## src/rtl/router_pkg.sv

```systemverilog
// Shared constants for the router output-side synchroniser.
package router_pkg;
  localparam int NUM_PORTS = 3;
  localparam int ADDR_W = 2;
  localparam logic [ADDR_W-1:0] ADDR_INVALID = 2'b11;
  localparam int DEFAULT_TIMEOUT = 30;

  function automatic logic [7:0] popcount(input logic [NUM_PORTS-1:0] v);
    logic [7:0] n;
    n = '0;
    for (int i = 0; i < NUM_PORTS; i++) begin
      n = n + 8'(v[i]);
    end
    return n;
  endfunction
endpackage

```

## src/rtl/router_sync_timer.sv

```systemverilog
// Per-port watchdog: one-cycle soft_reset after TIMEOUT unread cycles of valid data.
module router_sync_timer #(
  parameter int TIMEOUT = router_pkg::DEFAULT_TIMEOUT
) (
  input  logic clock,
  input  logic resetn,
  input  logic vld,
  input  logic rd,
  output logic soft_reset
);
  localparam int CNT_W = $clog2(TIMEOUT);

  logic [CNT_W-1:0] cnt_q, cnt_d;
  logic             pulse_q, pulse_d;

  always_comb begin
    cnt_d   = cnt_q;
    pulse_d = 1'b0;
    if (!vld || rd) begin
      cnt_d = '0;
    end else if (cnt_q == CNT_W'(TIMEOUT - 1)) begin
      pulse_d = 1'b1;
      cnt_d   = '0;
    end else begin
      cnt_d = cnt_q + CNT_W'(1);
    end
  end

  always_ff @(posedge clock) begin
    if (!resetn) begin
      cnt_q   <= '0;
      pulse_q <= 1'b0;
    end else begin
      cnt_q   <= cnt_d;
      pulse_q <= pulse_d;
    end
  end

  assign soft_reset = pulse_q;
endmodule

```

## src/rtl/router_sync.sv

```systemverilog
// Address latch, write steering, valid flags and per-port timeouts for the router FIFOs.
// Optional drop counter enabled by defining ROUTER_SYNC_DROP_CNT_EN.
module router_sync
  import router_pkg::*;
#(
  parameter int TIMEOUT = DEFAULT_TIMEOUT
) (
  input  logic                 clock,
  input  logic                 resetn,
  input  logic                 detect_add,
  input  logic [ADDR_W-1:0]    data_in,
  input  logic                 write_enb_reg,
  input  logic [NUM_PORTS-1:0] empty,
  input  logic [NUM_PORTS-1:0] full,
  input  logic [NUM_PORTS-1:0] read_enb,
  output logic [NUM_PORTS-1:0] write_enb,
  output logic                 fifo_full,
  output logic [NUM_PORTS-1:0] vld_out,
`ifdef ROUTER_SYNC_DROP_CNT_EN
  output logic [7:0]           drop_count,
`endif
  output logic [NUM_PORTS-1:0] soft_reset
);
  logic [ADDR_W-1:0] addr_q, addr_d;

  always_comb begin
    addr_d = detect_add ? data_in : addr_q;
  end

  always_ff @(posedge clock) begin
    if (!resetn) begin
      addr_q <= ADDR_INVALID;
    end else begin
      addr_q <= addr_d;
    end
  end

  // Decode from the registered address only, so a same-cycle header goes to the old port.
  always_comb begin
    write_enb = '0;
    fifo_full = 1'b0;
    for (int i = 0; i < NUM_PORTS; i++) begin
      write_enb[i] = write_enb_reg && (addr_q == ADDR_W'(i));
      fifo_full    = fifo_full | (full[i] && (addr_q == ADDR_W'(i)));
    end
  end

  assign vld_out = ~empty;

  for (genvar g = 0; g < NUM_PORTS; g++) begin : g_timer
    router_sync_timer #(.TIMEOUT(TIMEOUT)) u_timer (
      .clock      (clock),
      .resetn     (resetn),
      .vld        (vld_out[g]),
      .rd         (read_enb[g]),
      .soft_reset (soft_reset[g])
    );
  end

`ifdef ROUTER_SYNC_DROP_CNT_EN
  logic [7:0] drop_q, drop_d;
  logic [8:0] drop_sum;

  always_comb begin
    drop_sum = {1'b0, drop_q} + {1'b0, popcount(soft_reset)};
    drop_d   = drop_sum[8] ? 8'hFF : drop_sum[7:0];
  end

  always_ff @(posedge clock) begin
    if (!resetn) begin
      drop_q <= '0;
    end else begin
      drop_q <= drop_d;
    end
  end

  assign drop_count = drop_q;
`endif
endmodule

```

## config.mk

```make
export PLATFORM = sky130hd
export DESIGN_NAME = router_sync
export DESIGN_NICKNAME = d
export VERILOG_FILES = /design/src/rtl/router_pkg.sv /design/src/rtl/router_sync_timer.sv /design/src/rtl/router_sync.sv
export SDC_FILE = /design/constraint.sdc
export NUM_CORES = 1
export LEC_CHECK = 0
export BUFFER_PORTS_ARGS = -buffer_cell sky130_fd_sc_hd__buf_2
export CAP_MARGIN = 20
export CORE_AREA = 8 8 51 57
export CTS_BUF_LIST = sky130_fd_sc_hd__clkbuf_4 sky130_fd_sc_hd__clkbuf_8
export CTS_CLUSTER_SIZE = 28
export DETAILED_ROUTE_END_ITERATION = 8
export DIE_AREA = 0 0 59 65
export PLACE_DENSITY = 0.76
export SYNTH_ARGS = -nofsm -noshare
export SYNTH_HDL_FRONTEND = slang
export SYNTH_SLANG_ARGS = --single-unit
```

## constraint.sdc

```tcl
create_clock -name clock -period 0.9 [get_ports clock]
set_clock_uncertainty 0.05 [all_clocks]
set_input_delay 0.045 -clock clock [delete_from_list [all_inputs] [get_ports clock]]
set_output_delay 0.045 -clock clock [all_outputs]
set_load 0.01 [all_outputs]
```

==> results of run 1 <==
==> layer usage <==
layer / up-vias / part of all wire (%) / wire length, µm / global-route usage [%]
li1: 358 / - / - / -
met1: 337 / 38 / 803 / 11.0
met2: 27 / 49 / 1020 / 18.6
met3: 6 / 11 / 228 / 5.13
met4: 0 / 2.0 / 41 / 7.19
met5: - / 0 / 0 / 0
==> synth_stat cells <==
cell type	n
sky130_fd_sc_hd__xor2_1	6
sky130_fd_sc_hd__ha_1	6
sky130_fd_sc_hd__buf_4	6
sky130_fd_sc_hd__and3b_1	2
sky130_fd_sc_hd__nand3_1	6
sky130_fd_sc_hd__inv_1	6
sky130_fd_sc_hd__nor3b_2	3
sky130_fd_sc_hd__dfxtp_1	20
sky130_fd_sc_hd__nor2_1	15
sky130_fd_sc_hd__nand2_2	3
sky130_fd_sc_hd__nor2b_1	3
sky130_fd_sc_hd__xnor2_1	3
sky130_fd_sc_hd__nand4_1	3
sky130_fd_sc_hd__nand3b_1	1
sky130_fd_sc_hd__nand2_1	2
sky130_fd_sc_hd__o21ai_0	1
sky130_fd_sc_hd__nor3b_1	1
sky130_fd_sc_hd__mux2i_1	3
==> kinds of logic (layout without fill, tap and decap cells) <==
group / count (synthesis) / in the layout
xor+xnor: 9 / 9
mux: 3 / 3
compound gates: 1 / 1
buf+inv: 12 / 46
simple gates: 39 / 39
fa+ha+maj: 6 / 6
flops: 20 / 20
==> tightest hold or removal path, cell delays in order <==
cell                      delay (ns)
sky130_fd_sc_hd__buf_2          0.09
sky130_fd_sc_hd__nor3b_2        0.05
sky130_fd_sc_hd__nor2b_1        0.12
==> registers in the layout, indices dropped and copies added, names as in the netlist <==
register / count
g_timer.u_timer.cnt_q: 15
g_timer.u_timer.soft_reset: 3
addr_q: 2
==> through the flow <==
stage	cells	area (µm²)	setup slack (ns)	utilization, %	hold slack [ns]
floorplan	90	902	-0.0233	-	0.0569
global placement	137	1020	-0.0777	52.1	0.205
detailed placement	137	1020	-0.147	52.1	0.213
CTS	150	1220	-0.283	62.1	-0.0417
global route	152	1250	-0.349	63.7	-0.0239
finish	152	1250	-0.278	63.7	-0.0191
==> cell type report <==
class                      instances  area (µm²)  area share, %
clock buffer                       4        36.3           2.91
inverter                           6        22.5           1.81
multi-input combinational         58         502           40.3
sequential                        20         428           34.3
tap                               28        35.0           2.81
timing repair buffer              36         223           17.9
==> worst paths after layout <==
check	end	startpoint	slack, ns	depth (start not counted)
min	g_timer[2].u_timer.soft_reset$_SDFF_PP0_	read_enb[2]	-0.02	3
min reg2reg	g_timer[2].u_timer.cnt_q[0]$_SDFF_PP0_	g_timer[2].u_timer.cnt_q[0]$_SDFF_PP0_	0.42	1
max	fifo_full	addr_q[0]$_SDFFE_PN1P_	-0.28	3
max reg2reg	g_timer[1].u_timer.cnt_q[1]$_SDFF_PP0_	g_timer[1].u_timer.cnt_q[1]$_SDFF_PP0_	-0.17	5
==> what timing repair did <==
item                                    in CTS  in global routing
endpoints found under the setup margin      20                 22
hold endpoints to repair                    16                  2
gates resized for setup                     21                  6
pin swaps                                   12                  3
setup buffers                                4                  2
==> power groups by stage <==
stage	clock network (W)	logic (W)	registers, W
final	0.000515	0.000152	0.000903
after global routing	0.000576	0.000169	0.000906
after CTS	0.000539	0.000142	0.000909
after detailed placement	0	0.000114	0.000934
after global placement	0	0.000111	0.000933
after floorplan	0	0.0000619	0.000931
==> run summary, run 1 <==
The flow ran to the end, but the final reports show violations. The final reports fail on negative hold slack, negative setup slack. The initial cell density of the core is 44.8%. Class of the most critical setup path: flop to output pin. The run gives 2090 µm as the detailed-route wire length. The filler cells instantiated in the layout total 162. Of the total power, the share spent switching nets is 22.5%. Clock tree synthesis inserted a total of 3 buffers. The post-synthesis share of cell area spent on and, or, nand and nor gates is 25.1%, and the data arrival time of the worst path is 1.08 ns. The number of hold buffers added after CTS is 5, and the total vias in the final route is 728.

In the layout the commonest cells are sky130_fd_sc_hd__buf_2, sky130_fd_sc_hd__dfxtp_1, sky130_fd_sc_hd__nor2_1. The run gives 32.8% as the clock group share of total power. The count of input and output buffers was 24. Walking the worst path, the cells encountered are mux2i_1 -> o21ai_1 -> buf_2. Combinational logic is responsible for 9.7% of the overall power. The switching component of the power is 0.000354 W. The portion of total power attributed to sequential cells was 57.5%; the top cell type's share of synthesized area was 45.6%. The synthesized design contains 20 register bits. The minimum hold slack is -0.0191 ns, and the max-slew violation count is 0.

For the number of global-route vias before repair, the log shows 758. Standby leakage power: 0.512 nW. The number of standard cells after synthesis is 90.

The final antenna diode count is 0, and the worst-case setup margin in the final layout is -0.278 ns. The logs give 85.2% for the worst slew margin relative to its limit and 18 for the post-synthesis cell type count. The kind of cell adding the most delay to the critical path is flip-flops. The layout-stage area growth over the synthesis result was 42.1%; the maximum clock path buffer count was 2. For this run, the slowest stage of the critical path takes 0.38 ns.

The largest total area in the synthesized netlist belongs to sky130_fd_sc_hd__dfxtp_1. The logs give 0 for the initial antenna violation count and 2 for the final-report hold violation count. The critical path buffer and inverter count is 1, and the sink count of the clock tree is 20. The post-synthesis cell area came out at 877 µm².

The most common cell after layout, fill and taps aside is sky130_fd_sc_hd__buf_2. The maximum fanout along the worst path works out to 5. The die covers 3840 µm².

At the pin with the least slew margin, the transition time is 0.221 ns. For this design, the slowest cell found on the critical path is sky130_fd_sc_hd__dfxtp_4. In the synthesized netlist, mux cells make up 3.42% of the area. After synthesis, the mean cell area works out to 9.75 µm². After clock tree synthesis, the clock-pin slew on the worst setup and hold paths is 0.11 ns.

The peak ir drop on the vdd network was 671 µV. Setup violations remaining at the end of the flow were counted as 22. The first global-routing pass estimated 3350 µm of wire. Power spread over the standard cell area amounts to 1260 nW/µm².

The total area inside the core boundary comes to 1960 µm². Summing the areas of all xor and xnor instances in the mapped netlist gives 8.99% of the synthesized area. Number of rows in the core area: 17.

Class of the most critical hold timing path: input pin to flop. The remaining number of nets flagged by the antenna check after routing is 0, and the number of levels the H-tree was split into is 1. Power comes to 0.00157 W. The synthesized netlist devotes 8.56% of its cell area to adder and majority cells.

Ranked by total cell area, the synthesized netlist is headed by sky130_fd_sc_hd__dfxtp_1, sky130_fd_sc_hd__ha_1, sky130_fd_sc_hd__nor2_1. The run gives 0.849 GHz as the upper clock frequency limit. The main combinational cell family by area after synthesis is simple AND/OR/NAND/NOR gates. The pre-antenna-repair detailed-routing pass consisted of 2 iterations. Dividing the detail-routed wire length by the instance count gives 13.8 µm. TritonCTS built the clock tree. STA classifies the critical path startpoint as a flop.

Of the synthesized area, sequential elements account for 45.6%. Detailed placement finished with a half-perimeter wire length of 1310 µm. The net count of the finished layout is 146. The synthesized netlist devotes 0.571% of its cell area to compound gates. The run gives 0.81 ns as the required arrival time at the worst endpoint. The tools report the element type at the critical path end as an output pin.

The run gives 0.30 ns as the source-to-sink clock delay at the later pin of the worst-skew pair. The die is 59 µm wide. The die height was 65 µm. Total negative slack: -3.37 ns. Entering global routing, the biggest net connects 12 pins.

The post-route DRC violation count is 0. Setup repair after global routing could not meet its margin everywhere. The post-layout minimum cycle time is 1.18 ns. Dividing the final minimum period by the clock period gives 131%.

The congestion estimate from routability-driven global placement came to 0.817. Of the cells placed in the final design, the portion with a size suffix greater than 1 is 51.6%. Counting every net in the synthesized netlist gives 111. The internal power of the cells totals 0.00122 W. The global-route usage over all layers came out at 11.2%.

The tools report the master cell of the clock root buffer as sky130_fd_sc_hd__clkbuf_4. Using the TritonRoute via totals, the vias-per-cell ratio works out to 4.79. The number of warnings issued by yosys was 0; the I/O pin total was 25.

After global routing the overflow that remains totals 0. The first routing iteration left 13 violations. The tool flagged a number of max-cap violations equal to 0.
Power figures use the tool's default switching activity.
==> run 2, diff against run 1 <==
Settings changed: CORE_AREA 8 8 51 57 to 8 8 49 55, DIE_AREA 0 0 59 65 to 0 0 57 63, PLACE_DENSITY 0.76 to 0.75.
Clock period 0.9 ns to 1.22 ns, I/O delays scaled along.
==> run 2 against run 1 <==
  * Final area down 12%
  * Critical endpoint unchanged
  * Routed wire length down 22%
  * Highest routed layer unchanged
  * Critical path depth unchanged
  * Setup slack better by 0.30 ns
  * Sequential share of layout area up 2.6 points
  * Critical path type unchanged
  * Count of clock-buffer cells in the layout unchanged
  * Via count down 6.3%
  * Die area down 6.4%
  * The flow now finishes without violations
==> run summary, run 2 (synthesized netlist as in run 1, its figures left out) <==
The flow ran to the end, and the final reports show no timing, DRC or antenna violations. Summing all flip-flop and latch instances after layout gives 405 µm². The run gives 58.6% as the share of the core filled with cells. Setup repair after global routing could not meet its margin everywhere. The placeable core area is 1870 µm². For this design the top-level I/O count stands at 25.

Count of input and output buffers: 24. The detailed-route wire length is 1630 µm. Maximum single-stage delay on the critical path: 0.38 ns.

The part of the cycle the worst path needs works out to 98.0%. The tools report the clock group share of total power as 32.6%. IR analysis of the VDD net gives a maximum drop of 846 µV. Class of the most critical setup path: flop to output pin. For the number of global-route vias before repair, the log shows 672.

The run gives 1.11 ns as the required arrival time at the worst endpoint. The remaining number of nets flagged by the antenna check after routing came out at 0. Routability-driven placement finished with a final weighted congestion of 0.672. The number of search-and-repair iterations in the first detailed-routing pass came out at 2. The initial utilization of the core area, before any placement, comes to 46.9%. Cell internal power was estimated by the tool at 0.000903 W. Traced cell by cell, the critical path runs through mux2i_1 -> o21ai_1 -> buf_2.

The tools report the start point of the worst hold path as empty[2]. The critical path buffer and inverter count works out to 1. Per report_power, the combinational group accounts for 8.9% of the total. The average wire per standard cell was 11.7 µm; the standby leakage power was 0.493 nW.

In this run switching power makes up 21.4% of total power. The die covers 3590 µm². The total vias in the final route was 682. Summing all multi-input logic gate instances after layout gives 409 µm². The number of levels the H-tree was split into was 1. The die width was 57 µm; the clock slew seen by the registers of the worst setup and hold paths was 0.11 ns.

The upper clock frequency limit came out at 0.837 GHz. The post-layout minimum cycle time was 1.20 ns; the max-slew violation count was 0. The tools report the sum of net half-perimeters after detailed placement as 1230 µm.

Worst reg2reg path startpoint: g_timer[1].u_timer.cnt_q[1]$_SDFF_PP0_. The count of cells along the worst register-to-register path is 5, and the number of buffers added by the clock tree synthesis step is 3. For the final layout net count, the log shows 142. The cell sitting at the root of the clock tree is a sky130_fd_sc_hd__clkbuf_4. The library cell used most frequently in the layout, excluding fill and tap cells, is sky130_fd_sc_hd__buf_2.

The tools report the element type at the critical path end as an output pin. Entering global routing, the biggest net connects 12 pins. For this design, the sink count on the clock tree is 20.

TritonCTS built the clock tree. For the final-report hold violation count, the log shows 0. In the routed layout, each cell is associated on average with a via count of 4.91.

Of the total power, registers draw 58.5%. For this design the total switching power over the nets is 0.000246 W. The data arrival time of the worst path is 1.08 ns, and the first-pass GRT wire length is 2770 µm. The worst hold path stage count was 3. The post-route DRC violation count is 0, and the final count of negative-setup-slack endpoints is 0. The post-route netlist has 30.0% of its cells at a drive strength greater than 1.

Power spread over the standard cell area amounts to 1050 nW/µm². The worst register-to-register path ends at g_timer[1].u_timer.cnt_q[4]$_SDFF_PP0_. The filler cell count in the final layout is 171, and the actual transition at the worst max-transition pin is 0.141 ns.

The flip-flop count of the largest register, all copies and words added came out at 15. Across the run, the number of max-cap violations was 0. For the worst slew margin relative to its limit, the log shows 90.4%. The initial detailed-routing violation count is 1. The top cell types in the final layout, fill and taps aside, are sky130_fd_sc_hd__buf_2, sky130_fd_sc_hd__dfxtp_1, sky130_fd_sc_hd__nor2_1. Worst-case setup margin in the final layout: 0.0247 ns.

After floorplanning, the core was divided into 17 placement rows. The global-route usage over all layers was 9.15%. The cell family contributing the most delay on the critical path is flip-flops. The critical path launch point type was a flop. The setup check on the worst reg-to-reg path leaves a slack of 0.17 ns. The tightest min-delay check is of the input pin to flop type. At the placement stage, the worst setup path has a slack of 0.172 ns. The source-to-sink clock delay at the later pin of the worst-skew pair is 0.29 ns, and the layout-stage area growth over the synthesis result is 25.1%. The repair_antennas step left the layout with diodes totalling 0. The run gives 0 as the initial antenna violation count. The maximum clock path buffer count was 2. The number of buffers inserted by post-CTS setup repair is 0.

The register containing the most flip-flops in the final layout was g_timer.u_timer.cnt_q. The maximum fanout along the worst path came out at 6. The worst hold path terminates at g_timer[2].u_timer.soft_reset$_SDFF_PP0_. Cell type of the slowest stage on the worst timing path: sky130_fd_sc_hd__dfxtp_4.

Summed over all layers, the global routing overflow is 0. The die is 63 µm tall.
## run 2: cell type report
| class | count | area share, % |
|---|---|---|
| Multi-Input combinational cell | 58 | 37.3 |
| Sequential cell | 20 | 36.9 |
| Timing Repair Buffer | 32 | 18.2 |
| Clock buffer | 4 | 3.31 |
| Tap cell | 19 | 2.17 |
| Inverter | 6 | 2.05 |
## run 2: through the flow
stage,instance area (µm²),TNS (ns),std cells,power (W),hold WS [ns]
4_1_cts,1080,0,138,0.00116,0.00260
6_report,1100,0,139,0.00115,0.00962
2_1_floorplan,877,0,90,0.000731,0.0729
3_3_place_gp,976,0,127,0.000766,0.231
3_5_place_dp,976,0,127,0.000769,0.235
5_1_grt,1100,-0.0581,139,0.00121,0.00162
## run 2: per-layer routing
layer | vias to the layer above | wire length (µm) | GRT usage, %
met4 | 0 | 14 | 3.53
met5 | - | 0 | 0
met3 | 2 | 123 | 3.66
li1 | 345 | - | -
met2 | 18 | 823 | 16.7
met1 | 317 | 669 | 8.70
## run 2: worst min-delay path, stage by stage
cell	delay [ns]
sky130_fd_sc_hd__buf_2	0.09
sky130_fd_sc_hd__nor3b_2	0.05
sky130_fd_sc_hd__nor2b_1	0.11
## run 2: repair_timing
item | CTS | global route
resized for setup | 1 | 3
hold endpoints to repair | 5 | 1
setup endpoints to repair | 1 | 2
hold buffers | 7 | 1
## run 2: how the worst max path moves through the flow
stage                                                start                                     end  slack, ns  depth (start not counted)
finish                              addr_q[0]$_SDFFE_PN1P_                               fifo_full       0.02                          3
global route                        addr_q[0]$_SDFFE_PN1P_                               fifo_full      -0.06                          3
CTS                                 addr_q[0]$_SDFFE_PN1P_                               fifo_full       0.03                          3
detailed placement  g_timer[1].u_timer.cnt_q[1]$_SDFF_PP0_  g_timer[1].u_timer.cnt_q[2]$_SDFF_PP0_       0.17                          5
global placement    g_timer[0].u_timer.cnt_q[0]$_SDFF_PP0_  g_timer[0].u_timer.cnt_q[3]$_SDFF_PP0_       0.23                          4
floorplan           g_timer[2].u_timer.cnt_q[0]$_SDFF_PP0_  g_timer[2].u_timer.cnt_q[4]$_SDFF_PP0_       0.26                          4
## run 2: power groups by stage
stage          Sequential, W  Clock (W)  Combinational [W]
6_report            0.000672   0.000375           0.000103
2_1_floorplan       0.000685          0          0.0000461
5_1_grt             0.000675   0.000416           0.000114
4_1_cts             0.000673   0.000385          0.0000994
3_3_place_gp        0.000686          0          0.0000796
3_5_place_dp        0.000687          0          0.0000824
==> run 3, diff against run 2 <==
Settings changed: CTS_CLUSTER_SIZE 28 to unset, PLACE_DENSITY 0.75 to 0.79.
==> run 3 against run 2 <==
  * The flow now finishes with violations (negative hold slack)
  * Setup slack better by 0.030 ns
  * Critical path type unchanged
  * Largest power group unchanged
  * Final cell count did not move
  * Die area did not move
  * Utilization grew 0.80 points
  * Fmax rose by 2.6%
  * Highest routed layer unchanged
  * First-iteration DRC count increased to 10 times the previous value
  * Sequential share of layout area fell by 0.61 points
  * Sequential power about the same
  * Critical path depth did not move
  * Count of clock-buffer cells in the layout down 1
==> run summary, run 3 (synthesized netlist as in run 1, its figures left out) <==
For the initial detailed-routing violation count, the log shows 10. The actual transition at the worst max-transition pin was 0.180 ns. The min-delay analysis places its worst path in the category input pin to flop. The final standard cell area without fillers was 1110 µm²; the maximum clock path buffer count was 2.

The run gives 0 as the final antenna diode count. Number of global-route vias before repair: 690. The register with the most flip-flops in the layout has 15 of them.

The sink count of the clock tree is 20, and the global-route congestion overflow total is 0. The worst slew margin relative to its limit came out at 88.0%. For this run, the share of the core covered by cells in the final layout is 59.4%. Minimum hold slack: -0.00542 ns. At the worst endpoint, the arrival time is 1.05 ns. The element type at the critical path end is an output pin. The final count of negative-setup-slack endpoints is 0, and the number of rows in the core area is 17. Setup repair after global routing could not meet its margin everywhere. The switching fraction of total power works out to 19.7%. The first global-routing pass estimated 2790 µm of wire. For this run, the detailed router's first-pass iteration total came to 3. Dividing the detail-routed via count by the number of cells gives 4.78. The library cell used most frequently in the layout, excluding fill and tap cells, is sky130_fd_sc_hd__buf_2. For this design the ratio of total power to cell area is 1180 nW/µm².

The layout-stage area growth over the synthesis result is 26.8%. The initial antenna violation count came out at 0. The maximum fanout along the worst path works out to 6.

The worst setup slack before clock tree synthesis came out at 0.168 ns. The cell sitting at the root of the clock tree is a sky130_fd_sc_hd__clkbuf_4. For the clock group share of total power, the log shows 41.1%.

The critical path launch point type was a flop. The worst-case setup margin in the final layout was 0.0547 ns. The post-layout minimum cycle time came out at 1.17 ns. The post-route netlist has 29.2% of its cells at a drive strength greater than 1. Start point of the worst hold path: empty[0]. The placeable core area came out at 1870 µm². In this run the horizontal extent of the chip is 57 µm. Summing all placed instances gives a cell area of 976 µm². After legalization and detailed placement, the total HPWL measured 1240 µm. The flow ran to the end, but the final reports show violations. For this run, the top clock speed supported by timing is 0.858 GHz.

The critical path is of the flop to output pin type. The total negative slack is 0 ns. The average wire per standard cell is 12.1 µm.

The detailed router placed 664 vias in this run. At the end of routability-driven placement, the weighted congestion stood at 0.705. Entering global routing, the biggest net connects 13 pins. The worst register-to-register path begins at g_timer[1].u_timer.cnt_q[0]$_SDFF_PP0_.

Combinational logic is responsible for 7.7% of the overall power. The die covers 3590 µm². In this run, CTS created clock tree buffers numbering 3.

The final reports fail on negative hold slack. For this configuration, the core starts out at a cell density of 46.9%. At the worst endpoint, the required time is 1.11 ns.

For this design the top-level I/O count stands at 25. For the standby leakage power, the log shows 0.501 nW. TritonCTS built the clock tree. Counting the fill cells in the layout gives 164. The run gives 0 as the remaining number of nets flagged by the antenna check after routing.

The number of levels the H-tree was split into is 1, and the portion of total power attributed to sequential cells is 51.2%. In this run the vertical extent of the chip is 63 µm. The final layout contains 142 nets. The source-to-sink clock delay at the later pin of the worst-skew pair came out at 0.31 ns.

The max-slew violation count is 0. The top cell types in the final layout, fill and taps aside, are sky130_fd_sc_hd__buf_2, sky130_fd_sc_hd__dfxtp_1, sky130_fd_sc_hd__nor2_1. Buffers placed on the I/O ports in this run total 24. The tools report the cell-internal power as 0.00105 W.

The post-route DRC violation count was 0; the global-route usage over all layers was 9.39%. More flip-flops sit in one register than any other, and that register is g_timer.u_timer.cnt_q. The switching component of the power was 0.000259 W. The peak ir drop on the vdd network came out at 728 µV.

The final layout contains routed wiring with a total length of 1680 µm. Count of maximum capacitance violations: 0. After layout, the worst path uses 95.5% of the clock period. For the final-report hold violation count, the log shows 1.

The critical path starts at addr_q[0]$_SDFFE_PN1P_. Clock-pin slew was measured on the worst setup and hold paths at 0.13 ns.
[run 3: changes by cell type in the layout (fill, tap and decap cells not counted), sizes merged]
cell,before,now
bufinv,0,1
clkbuf,4,3
[run 3: critical path, stage by stage (launching register included)]
cell and delay, ns:
sky130_fd_sc_hd__dfxtp_4 0.38, sky130_fd_sc_hd__mux2i_1 0.18, sky130_fd_sc_hd__o21ai_1 0.06, sky130_fd_sc_hd__buf_2 0.14
[run 3: metal layers]
metal | track usage [%] | up-vias | wire length [µm]
li1 | - | 346 | -
met3 | 3.66 | 2 | 114
met4 | 4.41 | 0 | 11
met2 | 17.0 | 17 | 853
met1 | 8.81 | 299 | 698
met5 | 0 | - | 0
[run 3: layout make-up]
type	count	area (µm²)	area share, %
clock inverter	1	30.0	2.70
clock buffer	3	22.5	2.02
inverter	6	22.5	2.02
multi-input combinational	58	409	36.8
sequential	20	404	36.3
timing repair buffer	32	200	18.0
tap	19	23.8	2.14
[run 3: worst paths after layout]
| check | to | slack [ns] | cells past startpoint |
|---|---|---|---|
| max | fifo_full | 0.05 | 3 |
| min | g_timer[0].u_timer.soft_reset$_SDFF_PP0_ | -0.005 | 3 |
| max reg2reg | g_timer[1].u_timer.cnt_q[4]$_SDFF_PP0_ | 0.16 | 4 |
| min reg2reg | g_timer[2].u_timer.cnt_q[0]$_SDFF_PP0_ | 0.43 | 1 |
[run 3: stage by stage]
step	total power, W	std cells
6_report	0.00131	139
5_1_grt	0.00136	139
4_1_cts	0.00132	138
3_5_place_dp	0.000769	127
3_3_place_gp	0.000766	127
2_1_floorplan	0.000731	90
[run 3: power by group through the flow]
| stage | sequential (W) | clock (W) | combinational [W] |
|---|---|---|---|
| floorplan | 0.000685 | 0 | 0.0000461 |
| CTS | 0.000673 | 0.000545 | 0.0000995 |
| finish | 0.000672 | 0.000539 | 0.000102 |
| global route | 0.000674 | 0.000571 | 0.000112 |
| detailed placement | 0.000688 | 0 | 0.0000817 |
| global placement | 0.000687 | 0 | 0.0000792 |
[run 3: what timing repair did]
action / CTS / global route
endpoints found under the hold margin: 4 / 1
pin swaps: 0 / 0
hold buffers: 7 / 1
setup endpoints to repair: 1 / 1
buffers inserted: 0 / 0
gates resized for setup: 1 / 2
